<file path="src/rtl/hud_text_writer.sv">
// HUD text writer: keeps the score digits, the lives digit and a banner field in a
// character RAM up to date. Each item is rewritten only when its value changes.
module hud_text_writer #(
   parameter int SCORE_ADDR = 7,
   parameter int LIVES_ADDR = 32,
   parameter int MSG_ADDR   = 64,
   parameter int MSG_LEN    = 10
) (
   input  logic       Clk,
   input  logic       Reset,
   input  logic [9:0] score,
   input  logic [3:0] lives,
   input  logic       msg_req,
   input  logic [1:0] msg_sel,
   output logic       ram_we,
   output logic [7:0] ram_addr,
   output logic [7:0] ram_data,
   output logic       busy,
   output logic       msg_ack,
   output logic [2:0] dbg_state
);

   localparam logic [2:0] IDLE     = 3'd0;
   localparam logic [2:0] CONV     = 3'd1;
   localparam logic [2:0] WR_SCORE = 3'd2;
   localparam logic [2:0] WR_LIVES = 3'd3;
   localparam logic [2:0] WR_MSG   = 3'd4;

   localparam logic [7:0] SCORE_A = 8'(SCORE_ADDR);
   localparam logic [7:0] LIVES_A = 8'(LIVES_ADDR);
   localparam logic [7:0] MSG_A   = 8'(MSG_ADDR);
   localparam logic [7:0] MSG_N   = 8'(MSG_LEN);

   logic [2:0] state;
   logic [9:0] score_sat, last_score, rem;
   logic [3:0] last_lives, hundreds, tens, ones;
   logic       score_pend, lives_pend, msg_pend;
   logic [1:0] msg_sel_q, cur_sel;
   logic [7:0] idx;

   assign score_sat = (score > 10'd999) ? 10'd999 : score;
   assign busy      = (state != IDLE);
   assign dbg_state = state;

   function automatic logic [7:0] msg_char(input logic [1:0] sel, input logic [7:0] i);
      logic [7:0] c;
      c = 8'h00;
      case (sel)
         2'd1: case (i)
            8'd0: c = 8'h52; 8'd1: c = 8'h45; 8'd2: c = 8'h41;
            8'd3: c = 8'h44; 8'd4: c = 8'h59; 8'd5: c = 8'h21;
            default: c = 8'h00;
         endcase
         2'd2: case (i)
            8'd0: c = 8'h47; 8'd1: c = 8'h41; 8'd2: c = 8'h4D;
            8'd3: c = 8'h45; 8'd4: c = 8'h20; 8'd5: c = 8'h4F;
            8'd6: c = 8'h56; 8'd7: c = 8'h45; 8'd8: c = 8'h52;
            default: c = 8'h00;
         endcase
         2'd3: case (i)
            8'd0: c = 8'h59; 8'd1: c = 8'h4F; 8'd2: c = 8'h55;
            8'd3: c = 8'h20; 8'd4: c = 8'h57; 8'd5: c = 8'h49;
            8'd6: c = 8'h4E;
            default: c = 8'h00;
         endcase
         default: c = 8'h00;
      endcase
      return c;
   endfunction

   always_ff @(posedge Clk) begin
      if (Reset) begin
         state      <= IDLE;
         ram_we     <= 1'b0;
         ram_addr   <= 8'd0;
         ram_data   <= 8'd0;
         msg_ack    <= 1'b0;
         msg_pend   <= 1'b0;
         score_pend <= 1'b1;
         lives_pend <= 1'b1;
         last_score <= 10'd0;
         last_lives <= 4'd0;
         rem        <= 10'd0;
         hundreds   <= 4'd0;
         tens       <= 4'd0;
         ones       <= 4'd0;
         idx        <= 8'd0;
         msg_sel_q  <= 2'd0;
         cur_sel    <= 2'd0;
      end else begin
         ram_we  <= 1'b0;
         msg_ack <= 1'b0;
         // Change detection first so a service in this cycle can clear the flag.
         if (score_sat != last_score) score_pend <= 1'b1;
         if (lives != last_lives)     lives_pend <= 1'b1;

         case (state)
            IDLE: begin
               if (msg_pend) begin
                  msg_pend <= 1'b0;
                  cur_sel  <= msg_sel_q;
                  ram_we   <= 1'b1;
                  ram_addr <= MSG_A;
                  ram_data <= msg_char(msg_sel_q, 8'd0);
                  idx      <= 8'd1;
                  state    <= WR_MSG;
               end else if (score_pend) begin
                  score_pend <= 1'b0;
                  rem        <= score_sat;
                  last_score <= score_sat;
                  hundreds   <= 4'd0;
                  tens       <= 4'd0;
                  ones       <= 4'd0;
                  state      <= CONV;
               end else if (lives_pend) begin
                  lives_pend <= 1'b0;
                  last_lives <= lives;
                  ram_we     <= 1'b1;
                  ram_addr   <= LIVES_A;
                  ram_data   <= (lives > 4'd9) ? 8'h39 : 8'h30 + {4'd0, lives};
                  state      <= WR_LIVES;
               end
            end
            CONV: begin
               if (rem >= 10'd100) begin
                  rem      <= rem - 10'd100;
                  hundreds <= hundreds + 4'd1;
               end else if (rem >= 10'd10) begin
                  rem  <= rem - 10'd10;
                  tens <= tens + 4'd1;
               end else begin
                  ones     <= rem[3:0];
                  ram_we   <= 1'b1;
                  ram_addr <= SCORE_A;
                  ram_data <= 8'h30 + {4'd0, hundreds};
                  idx      <= 8'd1;
                  state    <= WR_SCORE;
               end
            end
            WR_SCORE: begin
               if (idx == 8'd3) begin
                  state <= IDLE;
               end else begin
                  ram_we   <= 1'b1;
                  ram_addr <= SCORE_A + idx;
                  ram_data <= 8'h30 + {4'd0, (idx == 8'd1) ? tens : ones};
                  idx      <= idx + 8'd1;
               end
            end
            WR_LIVES: state <= IDLE;
            WR_MSG: begin
               if (idx == MSG_N) begin
                  msg_ack <= 1'b1;
                  state   <= IDLE;
               end else begin
                  ram_we   <= 1'b1;
                  ram_addr <= MSG_A + idx;
                  ram_data <= msg_char(cur_sel, idx);
                  idx      <= idx + 8'd1;
               end
            end
            default: state <= IDLE;
         endcase

         // A request in the same cycle as a service stays pending; latest select wins.
         if (msg_req) begin
            msg_pend  <= 1'b1;
            msg_sel_q <= msg_sel;
         end
      end
   end

endmodule

</file>
<file path="config.mk">
export PLATFORM = sky130hd
export DESIGN_NAME = hud_text_writer
export DESIGN_NICKNAME = d
export VERILOG_FILES = /design/src/rtl/hud_text_writer.sv
export SDC_FILE = /design/constraint.sdc
export NUM_CORES = 1
export LEC_CHECK = 0
export BUFFER_PORTS_ARGS = -buffer_cell sky130_fd_sc_hd__buf_4
export CAP_MARGIN = 20
export CORE_MARGIN = 2
export CORE_UTILIZATION = 49
export CTS_CLUSTER_DIAMETER = 80
export DETAILED_ROUTE_END_ITERATION = 6
export PLACE_DENSITY = 0.68
export SYNTH_ARGS = -nofsm -noshare
export SYNTH_HDL_FRONTEND = slang
export SYNTH_SLANG_ARGS = --single-unit
</file>
<file path="constraint.sdc">
create_clock -name Clk -period 7.84 [get_ports Clk]
set_input_delay 0.392 -clock Clk [delete_from_list [all_inputs] [get_ports Clk]]
set_output_delay 0.392 -clock Clk [all_outputs]
set_load 0.1 [all_outputs]
</file>
==> results of run 1 <==
metal layers:
metal | vias to the layer above | wire length (um) | global-route usage
met5 | - | 0 | 0
met1 | 2181 | 5920 | 0.337
met3 | 20 | 845 | 0.0508
met2 | 163 | 5550 | 0.377
li1 | 2213 | - | -
met4 | 0 | 219 | 0.0709
power breakdown:
part	total [mW]	internal, mW	switching [mW]
logic	1.20	0.367	0.830
clock network	0.310	0.163	0.147
registers	0.613	0.490	0.123
total	2.12	1.02	1.10
cell families (layout without fill, tap and decap cells):
| group | after synthesis | after routing | synth area share |
|---|---|---|---|
| compound gates | 172 | 172 | 0.244 |
| xor+xnor | 20 | 20 | 0.0365 |
| fa+ha+maj | 22 | 22 | 0.0573 |
| buf+inv | 68 | 88 | 0.0584 |
| flops | 78 | 78 | 0.325 |
| mux | 20 | 20 | 0.0425 |
| other cells | 1 | 1 | 0.000781 |
| simple gates | 229 | 229 | 0.236 |
worst register-to-register path: cells and delay by family, from the launching register on:
kind,cells,cell delay [ns]
simple gates,3,0.84
fa+ha+maj,2,0.46
compound gates,5,1.24
buf+inv,2,0.20
flops,1,0.43
placed cells by master, fill, tap and decap left out, types with 3 or more instances in the layout:
| cell type | netlist | final |
|---|---|---|
| a2111oi_0 | 3 | 3 |
| a211oi_1 | 7 | 7 |
| a21o_1 | 10 | 10 |
| a21oi_1 | 53 | 53 |
| a22o_1 | 3 | 3 |
| a22oi_1 | 4 | 4 |
| a311oi_1 | 4 | 4 |
| a31oi_1 | 7 | 7 |
| and3_1 | 4 | 4 |
| buf_4 | 3 | 42 |
| clkbuf_8 | 0 | 11 |
| dfxtp_1 | 78 | 78 |
| ha_1 | 22 | 22 |
| inv_1 | 29 | 29 |
| mux2_2 | 3 | 3 |
| mux2i_1 | 17 | 17 |
| nand2_1 | 49 | 49 |
| nand2b_1 | 9 | 9 |
| nand3_1 | 17 | 17 |
| nand3b_1 | 3 | 3 |
| nand4_1 | 10 | 10 |
| nor2_1 | 76 | 76 |
| nor3_1 | 24 | 23 |
| nor3_2 | 2 | 3 |
| nor3b_1 | 4 | 4 |
| nor4_1 | 5 | 5 |
| o211ai_1 | 4 | 4 |
| o21a_1 | 6 | 6 |
| o21ai_0 | 30 | 30 |
| o21bai_1 | 3 | 3 |
| o22ai_1 | 3 | 3 |
| o31ai_1 | 3 | 3 |
| o41ai_1 | 3 | 3 |
| or2_1 | 3 | 3 |
| or2_2 | 3 | 3 |
| or4_1 | 4 | 4 |
| xnor2_1 | 16 | 16 |
| xor2_1 | 4 | 4 |
state kept, by name, indices dropped and copies added, names as in the netlist, named ones only:
register / count
last_score: 10
tens: 4
msg_ack: 1
lives_pend: 1
ones: 4
hundreds: 4
idx: 8
cur_sel: 2
msg_pend: 1
score_pend: 1
ram_we: 1
dbg_state: 3
ram_addr: 8
msg_sel_q: 2
last_lives: 4
ram_data: 7
rem: 10
final timing paths:
kind | end | from
max | flop | rem[2]
min | msg_sel_q[0] | msg_sel[0]
max reg2reg | flop | rem[2]
min reg2reg | ram_addr[6] | ram_addr[6]
layout make-up:
class	instances	area [um2]
clock inverters	3	43.8
well taps	133	166
flip-flops and latches	78	1560
fillers	925	4310
repair buffers	43	327
clock buffers	12	155
multi-input cells	464	2970
inverters	30	113
==> impl_metrics.yaml, run 1 <==
sta:
  rsz0062_at_grt: "false"
  slew_headroom: 0.365
  maxSlewViolCount: 0
  period_needed_ns: 3.22
  fin_crit_sh: 0.411
  tns_ns: 0
  setup_slack_ns: 4.62
  finalSetupViolCount: 0
  hold_viol: 0
  whs_ns: 0.275
  finalClockSkew_ns: 0.0111
  worst_pin_slew_ns: 0.953
  max_freq_mhz: 310
yosys:
  synth_area_leaders: "dfxtp_1, nor2_1, ha_1"
  synth_cell_types: 75
  yosysSeqAreaShare: 0.325
  synth_most_common_cell: "dfxtp_1"
  syn_nets: 651
  async_flop_share: 0
  syn_avg_cell_area_um2: 7.87
  yosys_warnings: 0
  synth_seq_cells: 78
  synth_common_cells: "dfxtp_1, nor2_1, a21oi_1, nand2_1, o21ai_0"
  synth_top_area_frac: 0.325
  syn_area_um2: 4800
  synth_edf_count: 0
  synth-main-ff-cell: "dfxtp_1"
  synth_top_cell_by_area: "dfxtp_1"
  synthCells: 610
worst_setup_path:
  cp.arrival_ns: 3.50
  slowest_delay_ns: 0.43
  end_kind: "flop"
  crit_buf_inv: 2
  path_class: "flop to flop"
  reg2reg_depth: 12
  crit_path_cell_trace: "inv_1 > ha_1 > a2111oi_4 > nand4_1 > a21oi_4 > nand4_1 > a21boi_1 > or2_2 > ha_1 > inv_1 > a21oi_1 > o21bai_1"
  slowest_stage: "dfxtp_1"
  cp_max_fo: 9
  cp_data_required_time_ns: 8.12
  startpoint_type: "flop"
  path_depth: 12
  reg2reg_slack_ns: 4.62
  crit_family: "compound AO/OA/AOI/OAI gates"
detailed_routing:
  post_drt_wl_per_cell_um: 16.4
  drt_iter0_drc: 451
  via_per_inst: 6.00
  first_pass_iters: 5
  route.detailed.drc: 0
  via_count: 4577
  postRouteAntennaNets: 0
  routed_wl_um: 12500
pwr:
  leakage_nw: 2.10
  peakVddDrop_v: 0.000218
  finalPower_mw: 2.12
  p_per_area_nw_per_um2: 398
grt:
  antenna_found_initial: 0
  grt_pass1_wl_um: 20300
  grt_max_degree: 79
  gr-total-overflow: 0
  grt_usage: 0.242
  first_global_vias: 4176
cts:
  cts.repair.resized: 0
  clkSlewWorstSetupHoldPaths_ns: 0.08
  htreeDepth: 3
  ctsRootBufferMaster: "clkbuf_8"
  cts_tree: "yes"
  clock-sinks: 78
  post_cts_buffers: 0
  cts_inserted_buffers: 9
  clk_latency_ns: 0.36
  clock_path_buffers: 2
  cts_hold_buffers: 0
hold_path:
  hold_class: "primary input to flop"
  hold_depth: 3
placement:
  pre_cts_ws_ns: 4.68
  placed_cells: 747
  gp_routability_congestion: 0.943
  port_buffers: 39
  dp_hpwl_um: 8900
  dpl_cell_area_um2: 5120
final_layout:
  syn2layout_area_growth_pct: 11.0
  num_antenna_cells: 0
  finalInstanceArea_um2: 5330
  final-instance-count-excl-fill: 763
  nets: 667
  fin_util: 0.553
  drive_gt1_frac: 0.122
floorplan:
  dieWidth_um: 103
  die_y_um: 103
  dieArea_um2: 10600
  rows: 36
  start_util: 0.498
  core_um2: 9640
  ios: 41
flow_run:
  drv_cap: 0
outcome:
  outcome: "finished clean"
Power figures use the tool's default switching activity.
==> inputs of run 2 (changes only) <==
Clock period 7.84 ns to 3.3 ns, I/O delays scaled along.
==> run 2 against run 1 <==
Clock power grew to 2.6 times the previous value; highest routed layer unchanged; wire length decreased by 0.39%; largest cell class unchanged; sequential power rose by 130%.
==> impl_metrics.yaml, run 2 (synthesis gave the netlist of run 1 again) <==
detailed_routing:
  post_drt_wl_per_cell_um: 16.2
  dr_wl_met3_um: 744
  drt_iter0_drc: 473
  top_layer_used: "met4"
  postRouteAntennaNets: 0
  route.detailed.drc: 0
  wirelength_met1_um: 5940
  first_pass_iters: 5
  via_count: 4522
  routed_wl_um: 12500
  dr_wl_met2_um: 5570
  via_per_inst: 5.85
flow_run:
  drv_cap: 0
sta:
  fin_crit_sh: 0.917
  max_freq_mhz: 330
  finalClockSkew_ns: 0.0162
  period_needed_ns: 3.03
  rsz0062_at_grt: "false"
  finalSetupViolCount: 0
  worst_pin_slew_ns: 0.816
  hold_viol: 0
  tns_ns: 0
  maxSlewViolCount: 0
  setup_slack_ns: 0.273
  slew_headroom: 0.456
worst_setup_path:
  cp.arrival_ns: 3.34
  slowest_delay_ns: 0.43
  cp_max_fo: 9
  end_kind: "flop"
  path_class: "flop to flop"
  startpoint_type: "flop"
  cp_data_required_time_ns: 3.61
  crit_path_cell_trace: "inv_1 > ha_1 > a2111oi_4 > nand4_1 > buf_4 > a21oi_4 > nand4_1 > a21boi_1 > or2_2 > ha_1 > inv_1 > a21oi_1 > o21bai_1"
  slowest_stage: "dfxtp_1"
floorplan:
  ios: 41
  dieWidth_um: 103
  core_um2: 9640
  rows: 36
  dieArea_um2: 10600
  die_y_um: 103
  start_util: 0.498
final_layout:
  reg_top3: "last_score: 10 flops, rem: 10 flops"
  syn2layout_area_growth_pct: 12.9
  num_antenna_cells: 0
  final_common_cell: "dfxtp_1"
  fillerInstances: 922
  drive_gt1_frac: 0.138
  final_cell_mix: "dfxtp_1, nor2_1, a21oi_1, buf_4, nand2_1"
  nets: 677
cts:
  clock-sinks: 78
  clkSlewWorstSetupHoldPaths_ns: 0.09
  cts_hold_buffers: 0
  cts_inserted_buffers: 9
  ctsRootBufferMaster: "clkbuf_8"
  clock_path_buffers: 2
  cts.repair.resized: 0
  post_cts_buffers: 0
  htreeDepth: 3
  clk_latency_ns: 0.38
  cts_tree: "yes"
grt:
  first_global_vias: 4024
  grt_usage: 0.243
  gr-total-overflow: 0
  grt_max_degree: 79
  antenna_found_initial: 0
  grt_pass1_wl_um: 20100
placement:
  dp_hpwl_um: 9060
  port_buffers: 39
  pre_cts_ws_ns: 0.245
  gp_routability_congestion: 0.941
hold_path:
  hold_class: "primary input to flop"
pwr:
  leakage_nw: 2.15
  p_per_area_nw_per_um2: 954
  finalPower_mw: 5.17
  peakVddDrop_v: 0.000660
outcome:
  outcome: "finished clean"
run 2: where the power goes:
| group | internal (mW) | switching (mW) | total (mW) |
|---|---|---|---|
| Clock | 0.444 | 0.375 | 0.819 |
| Combinational | 0.932 | 2.00 | 2.93 |
| Sequential | 1.16 | 0.256 | 1.42 |
run 2: area by class of cell:
type | instances | area (um2) | share of cell area
Sequential cell | 78 | 1560 | 0.288
Tap cell | 133 | 166 | 0.0307
Inverter | 30 | 113 | 0.0208
Clock inverter | 5 | 81.3 | 0.0150
Clock buffer | 10 | 138 | 0.0254
Timing Repair Buffer | 53 | 398 | 0.0734
Multi-Input combinational cell | 464 | 2970 | 0.547
run 2: per-stage QoR:
stage	instances	hold slack [ns]	cell area, um2	utilization
2_1_floorplan	610	0.282	4800	-
3_3_place_gp	756	0.401	5190	0.538
3_5_place_dp	756	0.413	5190	0.538
4_1_cts	771	0.0288	5410	0.561
5_1_grt	773	0.0266	5420	0.563
6_report	773	0.0311	5420	0.563
run 2: final timing paths:
kind | start | to | slack (ns) | depth (start not counted)
worst max-delay path | rem[2] | flop | 0.27 | 13
worst max register to register | rem[2] | flop | 0.27 | 13
worst min-delay path | msg_sel[1] | msg_sel_q[1] | 0.03 | 3
worst min register to register | ram_data[2] | ram_data[2] | 0.47 | 2
run 2: worst max-delay path: cells and delay by family (launching register included):
kind	cells	cell delay [ns]
buffers and inverters	3	0.41
adders and majority gates	2	0.45
AOI/OAI and AO/OA	5	1.06
DFF	1	0.43
and+or+nand+nor	3	0.61
run 2: metal layers:
metal  GRT usage  vias to the layer above
li1            -                     2236
met1       0.349                     2113
met2       0.364                      154
met3      0.0495                       19
met4      0.0810                        0
met5           0                        -
